===== config.mk =====
export PLATFORM = sky130hd
export DESIGN_NAME = fetch_prefetch_queue
export DESIGN_NICKNAME = d
export VERILOG_FILES = /design/src/rtl/fetch_prefetch_queue.sv
export SDC_FILE = /design/constraint.sdc
export NUM_CORES = 1
export LEC_CHECK = 0
export CORE_MARGIN = 3
export CORE_UTILIZATION = 57
export DETAILED_ROUTE_END_ITERATION = 8
export PLACE_DENSITY_LB_ADDON = 0.05
export REMOVE_ABC_BUFFERS = 1
export SLEW_MARGIN = 20
export SYNTH_ARGS = -nofsm -noshare
export SYNTH_HDL_FRONTEND = slang
export SYNTH_SLANG_ARGS = --single-unit

===== constraint.sdc =====
create_clock -name clk -period 4.6 [get_ports clk]
set_input_delay 0.69 -clock clk [delete_from_list [all_inputs] [get_ports clk]]
set_output_delay 0.69 -clock clk [all_outputs]
set_load 0.005 [all_outputs]

===== src/rtl/fetch_prefetch_queue.sv =====
// fetch_prefetch_queue: DEPTH-entry instruction prefetch FIFO between the bus
// fetch port and decode. Fetch keeps running while decode stalls; a redirect
// (branch, trap, mret) flushes every queued entry and restarts fetch at a new
// word-aligned vector.
module fetch_prefetch_queue #(
   parameter int               DEPTH        = 4,
   parameter int               XLEN         = 32,
   parameter logic [XLEN-1:0]  RESET_VECTOR = '0
) (
   input  logic                        clk,
   input  logic                        reset,
   input  logic                        redirect,
   input  logic [XLEN-1:0]             redirect_vector,
   output logic                        fetch_request,
   output logic [XLEN-1:0]             fetch_address,
   input  logic                        fetch_ready,
   input  logic [XLEN-1:0]             fetch_data,
   input  logic                        stall,
   output logic [XLEN-1:0]             pc_out,
   output logic [XLEN-1:0]             next_pc_out,
   output logic [XLEN-1:0]             instruction_out,
   output logic                        valid_out,
   output logic [$clog2(DEPTH+1)-1:0]  count
);

   localparam int PTR_W = $clog2(DEPTH);
   localparam int CNT_W = $clog2(DEPTH+1);

   localparam logic [CNT_W-1:0] FULL_COUNT = CNT_W'(DEPTH);
   localparam logic [CNT_W-1:0] CNT_ONE    = CNT_W'(1);
   localparam logic [PTR_W-1:0] PTR_ONE    = PTR_W'(1);
   localparam logic [XLEN-1:0]  WORD_STEP  = XLEN'(4);
   localparam logic [XLEN-1:0]  ALIGN_MASK = ~XLEN'(3);

   // Architectural state
   logic [XLEN-1:0]  r_fetch_pc;
   logic [PTR_W-1:0] r_rd_ptr;
   logic [PTR_W-1:0] r_wr_ptr;
   logic [CNT_W-1:0] r_count;
   logic [XLEN-1:0]  r_entry_pc    [DEPTH];
   logic [XLEN-1:0]  r_entry_instr [DEPTH];

   // Per-cycle handshake decisions
   logic             w_valid;
   logic             w_full;
   logic             w_pop;
   logic             w_push;
   logic             w_request;
   logic [XLEN-1:0]  w_redirect_pc;

   assign w_valid       = (r_count != '0);
   assign w_full        = (r_count == FULL_COUNT);
   // A redirect cycle neither consumes the head nor accepts a fetched word.
   assign w_pop         = w_valid & ~stall & ~redirect;
   // A full queue may still request when the head leaves in the same cycle;
   // the stall-to-request path is deliberately combinational.
   assign w_request     = ~reset & ~redirect & (~w_full | w_pop);
   assign w_push        = w_request & fetch_ready;
   assign w_redirect_pc = redirect_vector & ALIGN_MASK;

   assign fetch_request   = w_request;
   assign fetch_address   = r_fetch_pc;
   assign valid_out       = w_valid;
   assign count           = r_count;
   assign pc_out          = r_entry_pc[r_rd_ptr];
   assign next_pc_out     = r_entry_pc[r_rd_ptr] + WORD_STEP;
   assign instruction_out = r_entry_instr[r_rd_ptr];

   // Pointer, occupancy and fetch-address control; redirect overrides push/pop.
   // NOTE: all sequential state uses non-blocking assignments so every register
   // samples the pre-edge values regardless of statement order.
   always_ff @(posedge clk or posedge reset) begin
      if (reset) begin
         r_fetch_pc <= RESET_VECTOR;
         r_rd_ptr   <= '0;
         r_wr_ptr   <= '0;
         r_count    <= '0;
      end else if (redirect) begin
         r_fetch_pc <= w_redirect_pc;
         r_rd_ptr   <= '0;
         r_wr_ptr   <= '0;
         r_count    <= '0;
      end else begin
         if (w_push) begin
            r_wr_ptr   <= r_wr_ptr + PTR_ONE;
            r_fetch_pc <= r_fetch_pc + WORD_STEP;
         end
         if (w_pop) begin
            r_rd_ptr <= r_rd_ptr + PTR_ONE;
         end
         case ({w_push, w_pop})
            2'b10:   r_count <= r_count + CNT_ONE;
            2'b01:   r_count <= r_count - CNT_ONE;
            default: r_count <= r_count;
         endcase
      end
   end

   // Entry storage: capture {pc, instruction} at the write pointer on a push.
   // NOTE: the entry array has no reset; valid_out (from r_count) qualifies
   // every read, so stale contents are never observed.
   always_ff @(posedge clk) begin
      if (w_push) begin
         r_entry_pc[r_wr_ptr]    <= r_fetch_pc;
         r_entry_instr[r_wr_ptr] <= fetch_data;
      end
   end

endmodule


Word level (Yosys, flattened, before mapping)
Memories as Yosys holds them, arrays and structs flattened.
Cells that the tools add are included.
{"block": "word_totals", "in_bits": 69, "n_memories": 2, "elab_cells": 39, "register_bits": 39, "ram_bits": 256, "output_inout_bits": 133}
{"block": "classes", "n_bitwise": 10, "addsub": 6, "n_reduce_logical": 4, "muxes": 10, "eq_ne": 3}
{"memory": "r_entry_instr", "words": 4, "width": 32, "read_ports": 1, "rd_clocked_by_memory_dff": 0, "wr": 1, "line_no": "41", "source": "logic [XLEN-1:0] r_entry_instr [DEPTH];"}
{"memory": "r_entry_pc", "words": 4, "width": 32, "read_ports": 1, "rd_clocked_by_memory_dff": 0, "wr": 1, "line_no": "40", "source": "logic [XLEN-1:0] r_entry_pc [DEPTH];"}
{"operator": "$add A32 B3 Y32 const B", "count": 2}
{"operator": "$mux W32", "count": 2}
{"operator": "$mux W2", "count": 4}
{"operator": "$pmux W3 S2", "count": 1}
{"operator": "$reduce_bool A3 Y1", "count": 2}
{"operator": "$and A1 B1 Y1", "count": 5}
{"operator": "$add A2 B1 Y2 const B", "count": 2}
{"operator": "$not A1 Y1", "count": 4}
{"operator": "$reduce_bool A2 Y1", "count": 2}
{"operator": "$add A3 B1 Y3 const B", "count": 1}
{"operator": "$eq A3 B3 Y1 const B", "count": 1}
{"operator": "$mux W3", "count": 1}
{"operator": "$sub A3 B1 Y3 const B", "count": 1}
{"operator": "$eq A2 B1 Y1 const B", "count": 1}
{"operator": "$eq A2 B2 Y1 const B", "count": 1}
{"operator": "$mux W1", "count": 2}
{"operator": "$or A1 B1 Y1", "count": 1}

Depth between registers and ports, before layout
{"block": "depth", "ltp_word": 9, "ltp_mapped": 10, "ltp_nobuf": 9}

Worst setup path before layout
No wires, ideal clock.
{"block": "synth_timing", "kind": "input port to flip-flop", "start": "in redirect", "end": "mem r_entry_instr[0][0] (enable)", "path_slack_ps": 1578, "setup_time_ps": 427, "path_buffers": 0, "arrival_time_ps": 2595, "stages": 3, "required_ps": 4173, "path_cell_list": "nor2_1 > o31a_1 > and3_1"}
{"block": "synth_between", "elab_chain_len": 7, "elab_cells_between_ends": 8, "classes_between": "2 x mux; 6 x bitwise"}
{"item": "from (decl)", "line_no": "12", "source": "input logic redirect,"}
{"item": "$not A1 Y1 *", "line_no": "54, 57"}
{"item": "$and A1 B1 Y1", "line_no": "54", "source": "assign w_pop = w_valid & ~stall & ~redirect;"}
{"item": "$or A1 B1 Y1", "line_no": "57", "source": "assign w_request = ~reset & ~redirect & (~w_full | w_pop);"}
{"item": "$and A1 B1 Y1 *", "line_no": "57"}
{"item": "named net fetch_request", "line_no": "14", "source": "output logic fetch_request,"}
{"item": "$and A1 B1 Y1 *", "line_no": "58", "source": "assign w_push = w_request & fetch_ready;"}
{"item": "$mux W1 *", "line_no": "103", "source": "if (w_push) begin"}
{"item": "$mux W1 (not written as such) *", "line_no": "105", "source": "r_entry_instr[r_wr_ptr] <= fetch_data;"}
{"item": "to (decl)", "line_no": "41"}
Mark *: on every way through the listed nets, which the timed path passes. The rest lies on a longest branch.

Worst setup path after layout
{"block": "layout_timing", "start": "reg r_rd_ptr[0]", "end": "out next_pc_out[27]"}
{"block": "layout_between", "elab_chain_len": 2}
{"item": "from (decl)", "line_no": "37", "source": "logic [PTR_W-1:0] r_rd_ptr;"}
{"item": "from (signal assigned)", "line_no": "89", "source": "r_rd_ptr <= r_rd_ptr + PTR_ONE;"}
{"item": "$mem_v2 Z4 W32"}
{"item": "$add A32 B3 Y32", "line_no": "66", "source": "assign next_pc_out = r_entry_pc[r_rd_ptr] + WORD_STEP;"}
{"item": "to (decl)", "line_no": "20", "source": "output logic [XLEN-1:0] next_pc_out,"}
Every way passes these cells.

==> impl_metrics.yaml <==
logic_synthesis:
  synth_edf_count: 248
  synth_top_family_by_area: "multiplexers"
  synth_compound_gate_area_share_pct: 4.11
  yosys-mux-area-fraction_pct: 12.4
  yosys.area_share.xor_xnor_pct: 2.44
  gate_count_after_technology_mapping: 680
  syn-mean-instance-area_um2: 17.4
  dominantRegCellSynth: "edfxtp_1"
  async_s_r_ff_share_synth_pct: 13.0
  synthAdderAreaFrac_pct: 0.803
  yosysWarnings: 0
  synth-seq-area-share_pct: 70.7
  synth_simple_gate_area_share_pct: 7.30
  yosys_register_bits: 285
  synthDistinctLibCells: 51
  netlist_area_um2: 11800
drt:
  routed_via_density: 5.97
  first_iter_violations: 534
  route.detailed.wl_per_inst_um: 21.6
  via_count: 7004
  totalWireLength_um: 25400
  drt_first_pass_iters: 5
  route.detailed.drc: 0
  postRouteAntennaNets: 0
timing:
  max_slew.worst_pin.slew_ns: 1.13
  finalClockSkew_ns: 0.00641
  setup-violations-final: 0
  finalHoldWorstSlack_ns: 0.591
  post-route-worst-setup-slack_ns: 0.313
  relSlewSlack_pct: 24.6
  unrepaired_setup_endpoints_after_global_routing: "no"
  finalCriticalPeriod_ns: 4.29
  final.period_utilization_pct: 93.2
  clock.fmax_mhz: 233
  count_of_final_hold_check_violations: 0
  slew_violations: 0
run_status:
  outcome: "complete, no violations"
final_layout:
  final.fill_count: 1256
  utilization_of_the_core_after_routing_pct: 73.6
  final_common_cell: "edfxtp_1"
  final_cell_count_no_fill: 1173
  count_of_inserted_antenna_diode_cells: 0
  most-common-layout-cells: "edfxtp_1 (248), clkdlybuf4s50_1 (193), nand2_1 (61)"
  synthToLayoutAreaGrowth_pct: 26.2
  final_layout_size_suffix_gt1_share_pct: 12.8
  layout.nets: 957
power:
  leakagePower_nw: 5.02
  clockPowerShare_pct: 30.3
  netSwitchingPower_mw: 1.77
  combinationalPowerShare_pct: 26.0
  power_density_nw_per_um2: 475
  vdd_drop_max_mv: 0.368
  switching_fraction_pct: 25.0
  post-layout-total-power_mw: 7.10
  sequentialPowerShare_pct: 43.7
  p_int_mw: 5.33
worst_setup_path:
  critical_path_arrival_ns: 3.60
  crit_path_max_incr_delay_ns: 0.61
  worst-r2r-setup-slack_ns: 2.05
  timing.critical_path.max_delay_family: "simple AND/OR/NAND/NOR gates"
  worst_setup_path_start_kind: "register"
  critical-path-top-cell-by-count: "nand3_1"
  crit_path_cell_trace: "mux4_1 -> and4_1 -> nand3_1 -> nor3b_2 -> nand3_1 -> xnor2_1 -> clkdlybuf4s50_1"
  critical_path.slowest_cell: "dfrtp_4"
  crit_fanout: 14
  required_ns: 3.91
  critical_path.n_buffers_inverters: 1
  path_class: "register to output port"
  critical_path.endpoint_type: "output port"
grt:
  grt-ovfl-total: 0
  first_global_vias: 7259
  gr_util_met1_pct: 31.7
  grt_most_used_layer: "met2"
  grt_pass1_wl_um: 39700
  maximum_number_of_pins_on_one_net_before_global_route_repair: 63
  grt_util_all_layers_pct: 22.7
  grt.met3_usage_pct: 4.27
  groute.layer.met2.usage_pct: 37.9
  antenna_found_initial: 0
placed_design:
  place_congestion: 0.912
  dpl.hpwl_um: 15900
  placement.io_buffers: 193
  dpl.cell_count: 1120
  post-place-ws_ns: 0.706
clock_network:
  postCtsHoldBufs: 0
  cts.path.max_buffers: 3
  clkLatencyLatePin_ns: 0.53
  clk_transition_reported_paths_ns: 0.06
  cts_buffers: 28
  clock_tree.root_cell: "clkbuf_16"
  cts_max_level: 1
  numClockSinks: 285
  clock_tree_from_tritoncts: "built"
floorplanning:
  ios: 202
  core.rowCount: 52
  die_height_um: 150
  start_util_pct: 58.3
  die_w_um: 150
  core_um2: 20300
  die_outline_area_um2: 22500
worst_hold_path:
  hold_path_class: "register to register"
job:
  drv_cap: 0
[cell usage after synthesis, drive strengths merged, types with 11 or more instances]
cell type	count	area (um2)
clkbuf	19	71.3
and3	19	119
nand4	11	90.1
edfxtp	248	7450
nand3	20	105
dfrtp	37	926
buf	17	131
inv	14	52.6
mux4	62	1430
xnor2	24	210
o21ai	27	135
o311ai	11	96.3
nand2	61	229
nor2	25	93.8
[power by group through the flow]
stage | combinational (mW) | clock [mW] | sequential, mW
floorplan | 0.817 | 0 | 3.20
global placement | 1.79 | 0 | 3.17
detailed placement | 1.82 | 0 | 3.18
CTS | 1.82 | 2.19 | 3.13
global route | 1.99 | 2.30 | 3.12
finish | 1.85 | 2.15 | 3.10
[layer usage]
| layer | share of wire, % | up-vias |
|---|---|---|
| li1 | - | 3111 |
| met1 | 40 | 3540 |
| met2 | 51 | 328 |
| met3 | 8.1 | 25 |
| met4 | 1.3 | 0 |
| met5 | 0 | - |
[logic make-up after synthesis]
| kind of cell | count (synthesis) |
|---|---|
| AO/OA/AOI/OAI | 72 |
| XOR/XNOR | 33 |
| adder cells (fa/ha/maj) | 7 |
| buffers and inverters | 50 |
| flip-flops | 285 |
| multiplexers | 66 |
| other | 1 |
| AND/OR/NAND/NOR | 166 |
[timing repair]
action	4_1_cts	5_1_grt
buffers inserted	0	1
endpoints found under the setup margin	0	3
gates resized for setup	0	1
[worst reg2reg max path, delay by kind of cell (launching register included)]
family	cells	cell delay [ns]
DFF	1	0.47
and+or+nand+nor	2	1.08
AOI/OAI and AO/OA	3	0.87
[final cells by class]
| type | instances | area [um2] | share of cell area, % |
|---|---|---|---|
| Clock inverter | 5 | 50.0 | 0.335 |
| Tap cell | 270 | 338 | 2.26 |
| Multi-Input combinational cell | 350 | 3270 | 21.9 |
| Inverter | 14 | 52.6 | 0.352 |
| Clock buffer | 47 | 823 | 5.51 |
| Timing Repair Buffer | 202 | 2030 | 13.6 |
| Sequential cell | 285 | 8380 | 56.1 |
[worst paths after layout]
path / startpoint / end / depth (start not counted)
worst max register to register: count[1]$_DFFE_PP0P_ / fetch_address[18]$_DFFE_PP0N_ / 5
max in group asynchronous: reset / r_rd_ptr[1]$_DFFE_PP0P_ / 3
worst min-delay path: r_wr_ptr[0]$_DFFE_PP0N_ / r_wr_ptr[0]$_DFFE_PP0N_ / 1
worst max-delay path: r_rd_ptr[0]$_DFFE_PP0P_ / next_pc_out[27] / 7
worst min register to register: r_wr_ptr[0]$_DFFE_PP0N_ / r_wr_ptr[0]$_DFFE_PP0N_ / 1
min in group asynchronous: reset / count[1]$_DFFE_PP0P_ / 3
[registers in the layout, summed over array words and instances (netlist names)]
register,flops
r_entry_instr,128
r_wr_ptr,2
r_entry_pc,120
count,3
r_rd_ptr,2
fetch_address,30
[metrics by stage]
stage	setup TNS [ns]	instance area, um2
2_1_floorplan	-4.32	11700
3_3_place_gp	0	14000
3_5_place_dp	0	14000
4_1_cts	0	14900
5_1_grt	0	14900
6_report	0	14900
No activity file was read; power rests on OpenSTA's default activity.
